--- src/rtl/prog_load_ctrl.sv ---
// Program-load and run sequencer for the 8-bit accumulator core.
// Receives a framed byte stream (length, program bytes, XOR checksum),
// writes the program into instruction memory while holding the core in
// reset, then releases and supervises the core until HALT or watchdog.
module prog_load_ctrl #(
    parameter int ADDR_W     = 5,
    parameter int DEPTH      = 19,
    parameter int MAX_CYCLES = 1024,
    parameter int CNT_W      = 16
) (
    input  logic              clk,
    input  logic              rst,
    input  logic              start,
    input  logic              abort,
    input  logic              in_valid,
    input  logic [7:0]        in_data,
    output logic              in_ready,
    output logic              mem_we,
    output logic [ADDR_W-1:0] mem_addr,
    output logic [7:0]        mem_wdata,
    output logic              cpu_rst,
    input  logic              cpu_halted,
    output logic [2:0]        status,
    output logic [1:0]        err_code,
    output logic [CNT_W-1:0]  run_cycles
);

    typedef enum logic [2:0] {
        S_IDLE  = 3'd0,
        S_LEN   = 3'd1,
        S_LOAD  = 3'd2,
        S_CHECK = 3'd3,
        S_RUN   = 3'd4,
        S_DONE  = 3'd5,
        S_ERROR = 3'd6
    } state_t;

    localparam logic [7:0]       DEPTH_B  = 8'(DEPTH);
    localparam logic [CNT_W-1:0] RUN_LAST = CNT_W'(MAX_CYCLES - 1);

    state_t            state_q, state_n;
    logic [7:0]        len_q, len_n;
    logic [7:0]        csum_q, csum_n;
    logic [ADDR_W-1:0] ptr_q, ptr_n;

    logic              in_ready_n;
    logic              mem_we_n;
    logic [ADDR_W-1:0] mem_addr_n;
    logic [7:0]        mem_wdata_n;
    logic              cpu_rst_n;
    logic [1:0]        err_n;
    logic [CNT_W-1:0]  run_n;
    logic              accept;

    assign accept = in_valid & in_ready;
    assign status = state_q;

    // State and registered-output update; memory contents are never cleared here.
    always_ff @(posedge clk) begin
        if (rst) begin
            state_q    <= S_IDLE;
            len_q      <= '0;
            csum_q     <= '0;
            ptr_q      <= '0;
            in_ready   <= 1'b0;
            mem_we     <= 1'b0;
            mem_addr   <= '0;
            mem_wdata  <= '0;
            cpu_rst    <= 1'b1;
            err_code   <= 2'd0;
            run_cycles <= '0;
        end else begin
            state_q    <= state_n;
            len_q      <= len_n;
            csum_q     <= csum_n;
            ptr_q      <= ptr_n;
            in_ready   <= in_ready_n;
            mem_we     <= mem_we_n;
            mem_addr   <= mem_addr_n;
            mem_wdata  <= mem_wdata_n;
            cpu_rst    <= cpu_rst_n;
            err_code   <= err_n;
            run_cycles <= run_n;
        end
    end

    // Next-state and next-output decode; abort overrides start and the handshake.
    always_comb begin
        state_n     = state_q;
        len_n       = len_q;
        csum_n      = csum_q;
        ptr_n       = ptr_q;
        mem_we_n    = 1'b0;
        mem_addr_n  = mem_addr;
        mem_wdata_n = mem_wdata;
        err_n       = err_code;
        run_n       = run_cycles;

        if (abort) begin
            state_n = S_IDLE;
            err_n   = 2'd0;
        end else begin
            case (state_q)
                S_IDLE: begin
                    if (start) begin
                        state_n = S_LEN;
                        run_n   = '0;
                    end
                end
                S_LEN: begin
                    if (accept) begin
                        if (in_data == 8'd0 || in_data > DEPTH_B) begin
                            state_n = S_ERROR;
                            err_n   = 2'd1;
                        end else begin
                            len_n   = in_data;
                            csum_n  = 8'd0;
                            ptr_n   = '0;
                            state_n = S_LOAD;
                        end
                    end
                end
                S_LOAD: begin
                    if (accept) begin
                        mem_we_n    = 1'b1;
                        mem_addr_n  = ptr_q;
                        mem_wdata_n = in_data;
                        csum_n      = csum_q ^ in_data;
                        ptr_n       = ptr_q + ADDR_W'(1);
                        if (8'(ptr_q) == len_q - 8'd1) begin
                            state_n = S_CHECK;
                        end
                    end
                end
                S_CHECK: begin
                    if (accept) begin
                        if (in_data == csum_q) begin
                            state_n = S_RUN;
                            run_n   = '0;
                        end else begin
                            state_n = S_ERROR;
                            err_n   = 2'd2;
                        end
                    end
                end
                S_RUN: begin
                    // The leaving edge is counted too, so run_cycles equals RUN cycles spent.
                    run_n = run_cycles + CNT_W'(1);
                    if (cpu_halted) begin
                        state_n = S_DONE;
                    end else if (run_cycles == RUN_LAST) begin
                        state_n = S_ERROR;
                        err_n   = 2'd3;
                    end
                end
                S_DONE, S_ERROR: begin
                    if (start) begin
                        state_n = S_LEN;
                        err_n   = 2'd0;
                        run_n   = '0;
                    end
                end
                default: begin
                    state_n = S_IDLE;
                end
            endcase
        end

        in_ready_n = (state_n == S_LEN) || (state_n == S_LOAD) || (state_n == S_CHECK);
        // Core stays released in DONE so its accumulator output remains observable.
        cpu_rst_n  = !((state_n == S_RUN) || (state_n == S_DONE));
    end

endmodule
--- config.mk ---
export PLATFORM = sky130hd
export DESIGN_NAME = prog_load_ctrl
export DESIGN_NICKNAME = d
export VERILOG_FILES = /design/src/rtl/prog_load_ctrl.sv
export SDC_FILE = /design/constraint.sdc
export NUM_CORES = 1
export LEC_CHECK = 0
export ABC_AREA = 1
export BUFFER_PORTS_ARGS = -buffer_cell sky130_fd_sc_hd__buf_2
export CORE_MARGIN = 3
export CORE_UTILIZATION = 35
export CTS_BUF_LIST = sky130_fd_sc_hd__clkbuf_16
export CTS_CLUSTER_DIAMETER = 50
export CTS_CLUSTER_SIZE = 25
export DETAILED_ROUTE_END_ITERATION = 6
export GPL_TIMING_DRIVEN = 0
export SYNTH_ARGS = -nofsm -noshare
export SYNTH_HDL_FRONTEND = slang
export SYNTH_SLANG_ARGS = --single-unit
--- constraint.sdc ---
create_clock -name clk -period 4.3 [get_ports clk]
set_clock_uncertainty 0.05 [all_clocks]
set_input_delay 0.86 -clock clk [delete_from_list [all_inputs] [get_ports clk]]
set_output_delay 0.86 -clock clk [all_outputs]
set_load 0.03 [all_outputs]
==> impl_results.md <==
- Vias per inst: 4.97
- Commonest non-fill, non-tap cell in the layout: nand2_1
- Setup repair after global routing missed its margin: no
- FF+latch count, synth: 58
- DR vias: 3182
- Reg area: 1160 um2
- Initial core utilization: 36.8%
- Yosys top cell area share: 37.5%
- Worst slew pin tran: 0.519 ns
- Fin Setup TNS: 0 ns
- Max layer used: met4
- Met3 Routed Length: 275 um
- WL met2: 4.04 mm
- XOR/XNOR Fraction of Synth Area: 5.93%
- Cts bufs inserted: 9
- CTS H-tree lvls: 3
- Max VDD drop: 0.224 mV
- Largest net degree at the start of global routing: 12
- Min-Delay Path Depth: 2
- Fin crit period: 2.12 ns
- Top cells by area, synth: dfxtp_1 (37%), nand2_1 (13%), nor2_1 (11%), nand3_1 (8.4%), a21oi_1 (6.6%)
- Final ANT Viol Nets: 0
- Final nets: 547
- CTS Hold Buffers Added: 0
- Rel. slew slack: 65.4%
- Max Cap Viol: 0
- Routed WL: 8.62 mm
- Fillers: 908
- WP data required: 4.50 ns
- Crit share post-route: 49.2%
- Die Width: 100 um
- Full die area: 10000 um2
- Yosys cell types: 31
- Adder-cell area share of the yosys netlist: 1.21%
- PortBufs: 50
- CP max-delay cell: buf_2
- Initial antenna violation count: 0
- Slowest stage delay, CP: 0.28 ns
- Status: completed
- DP HPWL: 6.40 mm
- Setup WS post-layout: 2.18 ns
- Commonest non-fill, non-tap cells in the layout: nand2_1 (105), nor2_1 (90), dfxtp_1 (58), buf_2 (55), nand3_1 (52)
- Core area: 8420 um2
- Post-Syn Nets: 486
- Largest fanout on the critical path: 10
- Mapped cell area: 3100 um2
- TritonCTS clock tree: built
- Crit-path cells: buf_2 -> xnor2_1 -> nand2_1 -> nor2_1 -> nand3_1 -> nand2_2 -> buf_2 -> nand3_1 -> a21oi_1
- Gr ovfl total: 0
- Worst r2r path cells: 9
- Compound-Gate Fraction of Synth Area: 11.5%
- Total track usage: 18.2%
- Critical path class: in -> reg
- Max Root-Sink Buffers: 2
- Fmax: 472 MHz
- Sequential element share of the synthesized area: 37.5%
- Multi-input logic area: 1730 um2
- Post-CTS Setup Bufs: 0
- Cells after Synth: 469
- Cts repair resizes: 0
- 1st-pass router iterations: 4
- Worst Setup Start Kind: input port
- Worst Path Arrival: 2.31 ns
- Clock sink count: 58
- Met1 WL: 4.21 mm
- Dominant cell type by area after synthesis: dfxtp_1
- Post-Place Setup Slack: 1.86 ns
- Setup violation total in the final timing report: 0
- Share of cells above drive strength 1: 15.9%
- First-pass GRT wire length: 14.6 mm
- Mux contribution to synthesized area: 0%
- Clock latency on the worst-skew pair: 0.33 ns
- Clk root buf: clkbuf_16
- Reg-to-reg setup timing slack: 2.37 ns
- Placed inst area: 3480 um2
- Yosys warnings: 0
- Std-Cell Rows: 33
- Wire per inst: 13.5 um
- Synth Area per Inst: 6.61 um2
- RePlAce Congestion: 0.875
- Slew Limit Fails: 0
- Antenna cells: 0
- Largest family of logic cells by synthesized area: simple AND/OR/NAND/NOR gates
- I/O pins: 51
- P&R area growth vs syn: 23.4%
- PwrDens: 375 nW/um2
- Hold Vio Cnt, Final: 0
- Number of DRC markers in iteration 0: 225
- Reg clk slew, reported paths: 0.05 ns
- Vias in the first global route: 3043
- Final Util: 45.4%
- Design Area, Final: 3820 um2
- Post-Synth Simple-Gate Area: 37.2%
- Leak pwr: 1.61 nW
- Die height: 100 um
- DRC: 0
- Nature of the critical path endpoint: flop
- Hold crit path type: reg -> reg
-- final cells by class --
| type | instances | share of cell area, % |
|---|---|---|
| repair buffers | 50 | 6.54 |
| plain buffers | 14 | 1.93 |
| flip-flops and latches | 58 | 30.4 |
| clock buffers | 9 | 5.89 |
| multi-input cells | 362 | 45.3 |
| inverters | 35 | 3.44 |
| well taps | 105 | 3.44 |
| clock inverters | 7 | 3.08 |
-- path summary, 6_finish.rpt --
check	startpoint	end
worst min register to register	len_q[7]	len_q[7]
worst max-delay path	in_data[2]	run_cycles[10]
worst min-delay path	len_q[7]	len_q[7]
worst max register to register	status[1]	run_cycles[10]
-- cells in the mapped netlist --
cell      instances
nor3b_1           1
nor3_2            1
xor2_1           10
o22ai_1           1
buf_1             1
o21ai_2           1
a21oi_1          41
inv_2             2
or2_2             1
inv_1            33
nand3b_1          2
o21ai_0          20
a31oi_1           1
nand4_1           7
clkbuf_1          6
xnor2_1          11
nand3_1          52
nor2_2            3
dfxtp_1          58
nor2_1           90
nor2_4            1
a211oi_1          1
o211ai_1          1
ha_1              3
nand2_4           1
buf_2             5
nor3_1            5
a21oi_4           1
buf_6             2
nand2_1         105
nand2_2           2
-- cells by family after synthesis --
kind of cell	after synthesis
compound gates	67
xor+xnor	21
fa+ha+maj	3
buf+inv	49
flops	58
simple gates	271
-- flip-flops by register name, summed over array words and instances (netlist names), 2 cells and up --
name        cells
run_cycles     16
csum_q          8
len_q           8
mem_wdata       8
mem_addr        5
ptr_q           5
status          3
err_code        2
-- critical path: cells and delay by family --
kind	cells	cell delay, ns
AO/OA/AOI/OAI	1	0.17
XOR/XNOR	1	0.20
AND/OR/NAND/NOR	5	0.68
buffers and inverters	2	0.41
-- per-layer routing --
metal | up-vias | GRT usage [%]
met2 | 46 | 29.4
met4 | 0 | 7.15
met5 | - | 0
met1 | 1480 | 24.3
met3 | 6 | 2.99
li1 | 1650 | -
-- power breakdown --
| part | internal [mW] | total, mW | switching, mW |
|---|---|---|---|
| registers | 0.540 | 0.541 | 0.00170 |
| clock network | 0.564 | 0.823 | 0.258 |
| logic | 0.0212 | 0.0707 | 0.0495 |
| total | 1.13 | 1.43 | 0.310 |
-- per-stage QoR --
stage | hold slack [ns] | power, mW | cells
2_1_floorplan | 0.392 | 0.596 | 469
3_3_place_gp | 0.407 | 0.623 | 624
3_5_place_dp | 0.416 | 0.623 | 624
4_1_cts | 0.423 | 1.45 | 640
5_1_grt | 0.443 | 1.48 | 640
6_report | 0.419 | 1.43 | 640
(Power assumes the default switching activity.)
